<file path="src/rtl/ahb_copy_master.sv">
// AHB-Lite initiator copying len 32-bit words from src to dst, one NONSEQ single transfer per phase.
// Optional AHB_COPY_FIXED_SRC_EN adds cmd_src_fixed to keep src constant (peripheral data register reads).
module ahb_copy_master #(
   parameter int unsigned LEN_WIDTH = 16,
   parameter logic [3:0]  HPROT_VAL = 4'b0011
) (
   input  logic                 HCLK,
   input  logic                 HRESETn,
   // Command handshake: a command transfers on a rising HCLK edge where cmd_valid && cmd_ready.
   input  logic                 cmd_valid,
   output logic                 cmd_ready,
   input  logic [31:0]          cmd_src,
   input  logic [31:0]          cmd_dst,
   input  logic [LEN_WIDTH-1:0] cmd_len,
`ifdef AHB_COPY_FIXED_SRC_EN
   input  logic                 cmd_src_fixed,
`endif
   output logic                 busy,
   output logic                 done,
   output logic                 err,
   output logic [31:0]          HADDR,
   output logic [1:0]           HTRANS,
   output logic                 HWRITE,
   output logic [2:0]           HSIZE,
   output logic [2:0]           HBURST,
   output logic [3:0]           HPROT,
   output logic                 HMASTLOCK,
   output logic [31:0]          HWDATA,
   input  logic [31:0]          HRDATA,
   input  logic                 HREADY,
   input  logic                 HRESP,
   output logic [2:0]           dbg_state
);

   typedef enum logic [2:0] {
      ST_IDLE = 3'd0,
      ST_RD_A = 3'd1,
      ST_RD_D = 3'd2,
      ST_WR_A = 3'd3,
      ST_WR_D = 3'd4,
      ST_FIN  = 3'd5
   } state_t;

   localparam logic [1:0] TR_IDLE   = 2'b00;
   localparam logic [1:0] TR_NONSEQ = 2'b10;

   state_t                state_q, state_d;
   logic [31:0]           src_q, src_d, dst_q, dst_d, buf_q, buf_d;
   logic [LEN_WIDTH-1:0]  len_q, len_d;
   logic                  busy_q, busy_d, done_q, done_d, err_q, err_d, ready_q, ready_d;
   logic [1:0]            htrans_q, htrans_d;
   logic [31:0]           haddr_q, haddr_d, hwdata_q, hwdata_d;
   logic                  hwrite_q, hwrite_d;
   logic [31:0]           src_next;

`ifdef AHB_COPY_FIXED_SRC_EN
   logic fixed_q, fixed_d;
   assign src_next = fixed_q ? src_q : src_q + 32'd4;
`else
   assign src_next = src_q + 32'd4;
`endif

   always_ff @(posedge HCLK or negedge HRESETn) begin
      if (!HRESETn) begin
         state_q  <= ST_IDLE;
         src_q    <= '0;
         dst_q    <= '0;
         len_q    <= '0;
         buf_q    <= '0;
         busy_q   <= 1'b0;
         done_q   <= 1'b0;
         err_q    <= 1'b0;
         ready_q  <= 1'b1;
         htrans_q <= TR_IDLE;
         haddr_q  <= '0;
         hwrite_q <= 1'b0;
         hwdata_q <= '0;
`ifdef AHB_COPY_FIXED_SRC_EN
         fixed_q  <= 1'b0;
`endif
      end else begin
         state_q  <= state_d;
         src_q    <= src_d;
         dst_q    <= dst_d;
         len_q    <= len_d;
         buf_q    <= buf_d;
         busy_q   <= busy_d;
         done_q   <= done_d;
         err_q    <= err_d;
         ready_q  <= ready_d;
         htrans_q <= htrans_d;
         haddr_q  <= haddr_d;
         hwrite_q <= hwrite_d;
         hwdata_q <= hwdata_d;
`ifdef AHB_COPY_FIXED_SRC_EN
         fixed_q  <= fixed_d;
`endif
      end
   end

   always_comb begin
      state_d  = state_q;
      src_d    = src_q;
      dst_d    = dst_q;
      len_d    = len_q;
      buf_d    = buf_q;
      busy_d   = busy_q;
      done_d   = 1'b0;
      err_d    = 1'b0;
      htrans_d = htrans_q;
      haddr_d  = haddr_q;
      hwrite_d = hwrite_q;
      hwdata_d = hwdata_q;
`ifdef AHB_COPY_FIXED_SRC_EN
      fixed_d  = fixed_q;
`endif
      case (state_q)
         ST_IDLE: begin
            // busy in IDLE means a command was latched on the previous edge and awaits dispatch
            if (busy_q) begin
               if ((src_q[1:0] != 2'b00) || (dst_q[1:0] != 2'b00)) begin
                  err_d  = 1'b1;
                  busy_d = 1'b0;
               end else if (len_q == '0) begin
                  state_d = ST_FIN;
               end else begin
                  state_d  = ST_RD_A;
                  htrans_d = TR_NONSEQ;
                  haddr_d  = src_q;
                  hwrite_d = 1'b0;
               end
            end else if (cmd_valid) begin
               src_d  = cmd_src;
               dst_d  = cmd_dst;
               len_d  = cmd_len;
               busy_d = 1'b1;
`ifdef AHB_COPY_FIXED_SRC_EN
               fixed_d = cmd_src_fixed;
`endif
            end
         end
         ST_RD_A: begin
            if (HREADY) begin
               state_d  = ST_RD_D;
               htrans_d = TR_IDLE;
            end
         end
         ST_RD_D: begin
            if (HREADY) begin
               if (HRESP) begin
                  state_d = ST_IDLE;
                  err_d   = 1'b1;
                  busy_d  = 1'b0;
               end else begin
                  buf_d    = HRDATA;
                  state_d  = ST_WR_A;
                  htrans_d = TR_NONSEQ;
                  haddr_d  = dst_q;
                  hwrite_d = 1'b1;
               end
            end
         end
         ST_WR_A: begin
            if (HREADY) begin
               state_d  = ST_WR_D;
               htrans_d = TR_IDLE;
               hwdata_d = buf_q;
            end
         end
         ST_WR_D: begin
            if (HREADY) begin
               if (HRESP) begin
                  state_d = ST_IDLE;
                  err_d   = 1'b1;
                  busy_d  = 1'b0;
               end else begin
                  src_d = src_next;
                  dst_d = dst_q + 32'd4;
                  if (len_q != '0) len_d = len_q - LEN_WIDTH'(1);
                  if (len_q <= LEN_WIDTH'(1)) begin
                     state_d = ST_FIN;
                  end else begin
                     state_d  = ST_RD_A;
                     htrans_d = TR_NONSEQ;
                     haddr_d  = src_next;
                     hwrite_d = 1'b0;
                  end
               end
            end
         end
         ST_FIN: begin
            state_d = ST_IDLE;
            done_d  = 1'b1;
            busy_d  = 1'b0;
         end
         default: state_d = ST_IDLE;
      endcase
      ready_d = ~busy_d;
   end

   assign cmd_ready = ready_q;
   assign busy      = busy_q;
   assign done      = done_q;
   assign err       = err_q;
   assign HADDR     = haddr_q;
   assign HTRANS    = htrans_q;
   assign HWRITE    = hwrite_q;
   assign HWDATA    = hwdata_q;
   assign HSIZE     = 3'b010;
   assign HBURST    = 3'b000;
   assign HPROT     = HPROT_VAL;
   assign HMASTLOCK = 1'b0;
   assign dbg_state = state_q;

endmodule

</file>
<file path="config.mk">
export PLATFORM = sky130hd
export DESIGN_NAME = ahb_copy_master
export DESIGN_NICKNAME = d
export VERILOG_FILES = /design/src/rtl/ahb_copy_master.sv
export SDC_FILE = /design/constraint.sdc
export NUM_CORES = 1
export LEC_CHECK = 0
export ABC_AREA = 0
export CAP_MARGIN = 20
export CORE_MARGIN = 1.5
export CORE_UTILIZATION = 31
export CTS_BUF_LIST = sky130_fd_sc_hd__clkbuf_4 sky130_fd_sc_hd__clkbuf_8 sky130_fd_sc_hd__clkbuf_16
export DETAILED_ROUTE_END_ITERATION = 16
export HOLD_SLACK_MARGIN = 0.1
export PLACE_DENSITY = 0.56
export SKIP_CTS_REPAIR_TIMING = 1
export SYNTH_ARGS = -nofsm -noshare
export SYNTH_HDL_FRONTEND = slang
export SYNTH_SLANG_ARGS = --single-unit
</file>
<file path="constraint.sdc">
create_clock -name HCLK -period 2.71 [get_ports HCLK]
set_input_delay 0.271 -clock HCLK [delete_from_list [all_inputs] [get_ports HCLK]]
set_output_delay 0.271 -clock HCLK [all_outputs]
set_load 0.01 [all_outputs]
</file>
# == After elaboration in Yosys (flattened, before gate mapping) ==
# Index checks and enable logic that the tools add are counted.
# Widths: inputs -> output; s select.
# totals
reg_bits,186
# op_classes
bitwise,2
n_lt_le_gt_ge,1
addsub,3
n_eq_ne,19
reduce_logical,18
n_mux,67
# op_table
op,count
$mux 32,16
$pmux 32 s2,2
$pmux 32 s3,1
$mux 16,5
$add 32x3->32 const B,2
$pmux 16 s2,1
$mux 3,9
$ne 2x2->1 const B,13
$mux 2,10
$mux 1,18
$le 16x1->1 const B,1
$logic_not 16->1,1
$reduce_bool 16->1,1
$sub 16x1->16 const B,1
$pmux 3 s5,1
$reduce_and 6->1,2
$reduce_and 10->1,1
$reduce_and 9->1,1
$pmux 2 s4,1
$eq 3x2->1 const B,2
$eq 3x3->1 const B,2
$pmux 1 s3,2
$reduce_bool 2->1,3
$reduce_and 5->1,1
other kinds (11),13

# == Logic depth before layout (Yosys ltp) ==
# depth
ltp_word,6
mapped_depth,8

# == Least setup slack after synthesis ==
# Ideal clock, no wire load.
# synth_path
path_type,register to register
from,reg src_q[3]
to,"reg haddr_q[20], in the netlist HADDR[20]"
t_arrival_ps,2211
stages_incl_launch_ff,9
synth_period_minus_slack_ps,2339
setup_time_ps,128
path_buffers,2
required_time_ps,2582
path_slack_ps,371
cell_sequence,dfrtp_1 > ha_1 > nand3_1 > clkbuf_1 > or4_1 > clkbuf_1 > o211ai_1 > o311ai_0 > mux2_1
# synth_via
elab_chain_len,5
# synth_rtl
item,line_no,text
start: declaration,48,"logic [31:0] src_q, src_d, dst_q, dst_d, buf_q, buf_d;"
start signal: assignment,83,src_q <= src_d;
$add 32x3->32,60,assign src_next = src_q + 32'd4;
$mux 32,180,if (len_q <= LEN_WIDTH'(1)) begin
$mux 32,172,if (HRESP) begin
$mux 32,171,if (HREADY) begin
$pmux 32 s3,117,case (state_q)
end signal: assignment,92,haddr_q <= haddr_d;
end: declaration,52,"logic [31:0] haddr_q, haddr_d, hwdata_q, hwdata_d;"
# Every way passes these cells. The select of a mux whose other input is x is not followed.
# A chain may end at the register's enable or synchronous reset.

# == Final worst setup path ==
# layout_path
from,reg src_q[13]
to,"reg haddr_q[23], in the netlist HADDR[23]"
# Same word-level chain as after synthesis.

==> impl_metrics.ini <==
[route]
wl_per_cell_um = 19.8
vias_per_cell = 5.46
highest_layer = met5
wl_met1_mm = 14.9
num_vias = 9376
wl_mm = 34.0
wl_met3_mm = 3.19
drc = 0
wl_met2_mm = 15.2
drtAntennaViolNets = 0
drtPass1Iterations = 5
dr.first_iter.drc_count = 688

[pwr]
p_total_mw = 14.4
combPwrFrac = 0.455
p_leak_nw = 5.31
vdd_ir_drop_max_uv = 597
swShare = 0.403
pwr-share-seq = 0.370
p_clk_frac = 0.175
internal-power_mw = 8.61
power_density_nw_per_um2 = 1080
power.switching_mw = 5.82

[synth]
syn_area_per_cell_um2 = 9.42
yosysWarnings = 0
ys_types = 71
synth_seq_cells = 185
synth-main-ff-cell = dfrtp_1
seq_area_frac_synth = 0.455
synthTopCellsByArea = dfrtp_1 45%, mux2_2 8.0%, a21oi_1 5.3%
async_flop_share = 1.00
synth-edff-count = 0
synth_area_um2 = 10200
synth_top_area_frac = 0.452
yosys.area.top_type = dfrtp_1
syn_inst = 1082

[outcome]
status = completed

[finish]
nFillCells = 3233
multi_input_area_um2 = 5140
drive_gt1_frac = 0.155
antenna_cells = 0
utilization = 0.412
fin_nets = 1383
register_area_um2 = 4630
area_delta_synth_final_pct = 31.3

[critical_path]
reg2reg_setup_slack_ns = 0.22
start_kind = flop
r2r_start = src_q[13]
crit_type = flop to flop
critical_path.cell_chain = nand4_2 > or4_1 > o311ai_0 > o311ai_0 > mux2_2
required_ns = 3.05
reg2regPathDepth = 5
setup.worst_path.end = HADDR[23]
r2r_end = HADDR[23]
critPathSlowestCell = or4_1
cp_data_arrival_time_ns = 2.83
crit_top_cell = o311ai_0
crit_start = src_q[13]
cpPeakStageDelay_ns = 0.81
worstPathMaxFanout = 10
endpoint_kind = flop

[job]
max_cap_viol_count = 0

[clock_tree]
ctsRootBufferMaster = clkbuf_16
cts_buffer_depth = 2
htreeDepth = 4
cts_tree = done
cts_sinks = 185
path_clk_slew_ns = 0.08
clkLatencyLatePin_ns = 0.45
cts_buffers = 17

[grt]
grt_pass1_wl_mm = 53.2
antenna_found_initial = 1
grt_pass1_vias = 9026
overflow = 0
grt_max_degree = 67
track_usage = 0.206

[timing]
clock_skew_ns = 0.0155
rsz0062_at_grt = false
post-route-min-period_ns = 2.49
max_freq_mhz = 402
setup_viol = 0
worst_pin_slew_ns = 0.603
drv_slew = 0
relSlewSlack = 0.594
whs_ns = 0.367
fin_ws_ns = 0.220
hold_viol_final = 0
fin_crit_sh = 0.919
finalSetupTns_ns = 0

[placed_design]
port_buffers = 189
pre_cts_slack_ns = 0.286
dpl.hpwl_mm = 24.1
gp_congestion = 0.896

[worst_hold_path]
hold_path.class = input port to flop

[die]
die_h_um = 184
core_um2 = 32500
rows = 66
initial_utilization = 0.314
dieArea_um2 = 34000
die_w_um = 184
io_pins = 202
## power by group through the flow
stage	logic [mW]	registers (mW)	clock network [mW]
after CTS	6.58	5.33	2.59
after global placement	6.48	5.34	0
after detailed placement	6.55	5.37	0
after global routing	7.23	5.55	2.70
final	6.57	5.34	2.52
after floorplan	3.91	5.11	0
## sequential cells by signal, summed over array words and instances, names as in the netlist
name,flops
busy,1
buf_q,32
HTRANS,1
dbg_state,3
HWRITE,1
err,1
dst_q,32
HADDR,32
src_q,32
cmd_ready,1
done,1
len_q,16
HWDATA,32
## cell families after synthesis
kind of cell / Yosys count / share of synthesized area
buffers and inverters: 111 / 0.0483
AOI/OAI and AO/OA: 346 / 0.217
muxes: 91 / 0.105
DFF: 185 / 0.455
other: 2 / 0.000737
adders and majority gates: 4 / 0.00491
and+or+nand+nor: 341 / 0.169
xor gates and xnor gates: 2 / 0.00172
## worst min-delay path by stage
stage | to | cells after the start | slack (ns) | start
floorplan | HADDR[0] | 0 | -0.02 | HRESETn
global placement | len_q[3] | 1 | 0.31 | HRESETn
CTS | len_q[3] | 1 | -0.18 | HRESETn
detailed placement | len_q[3] | 1 | 0.32 | HRESETn
global route | src_q[1] | 3 | 0.37 | cmd_src[1]
finish | src_q[1] | 3 | 0.37 | cmd_src[1]
## routing by layer
layer / GRT usage / vias to the layer above
met5: 0 / -
met4: 0.0636 / 2
met3: 0.0688 / 35
met2: 0.313 / 340
met1: 0.275 / 4617
li1: - / 4382
## area by class of cell
class                           count  area share
Clock buffer                       17      0.0318
Clock inverter                     15      0.0106
Inverter                           12     0.00337
Multi-Input combinational cell    796       0.384
Sequential cell                   185       0.346
Tap cell                          442      0.0413
Timing Repair Buffer              250       0.183
## placed cells by master (no fill, tap or decap), drive strengths merged, types with 25 or more instances in the layout
cell type,count
nand4,25
a21oi,107
clkdlybuf4s50,188
nor2,71
buf,60
dfrtp,184
nand3,43
nand2,91
o21ai,72
mux2,89
o22ai,32
## critical path: cells and delay by family, from the launching register on
family             cells  cell delay (ns)
and+or+nand+nor        2             1.06
muxes                  1             0.28
DFF                    1             0.48
AOI/OAI and AO/OA      2             0.54
## cell usage after synthesis (13+ instances only)
cell	count
a21oi_1	107
nand2_1	91
a2bb2oi_1	19
nand4_1	24
nand3_1	43
buf_4	13
nor4_1	15
buf_1	16
clkbuf_1	59
nor2_1	70
and3_1	13
o22ai_1	32
dfrtp_1	184
nor3_1	24
o22a_1	18
o21ai_0	70
mux2_2	72
## metrics by stage
step	instances	instance area, um^2
after floorplan	1092	10200
after global placement	1684	12800
after detailed placement	1684	12800
after CTS	1716	13400
after global routing	1717	13400
final	1717	13400
Note: power is estimated with default switching activity, not from simulation.
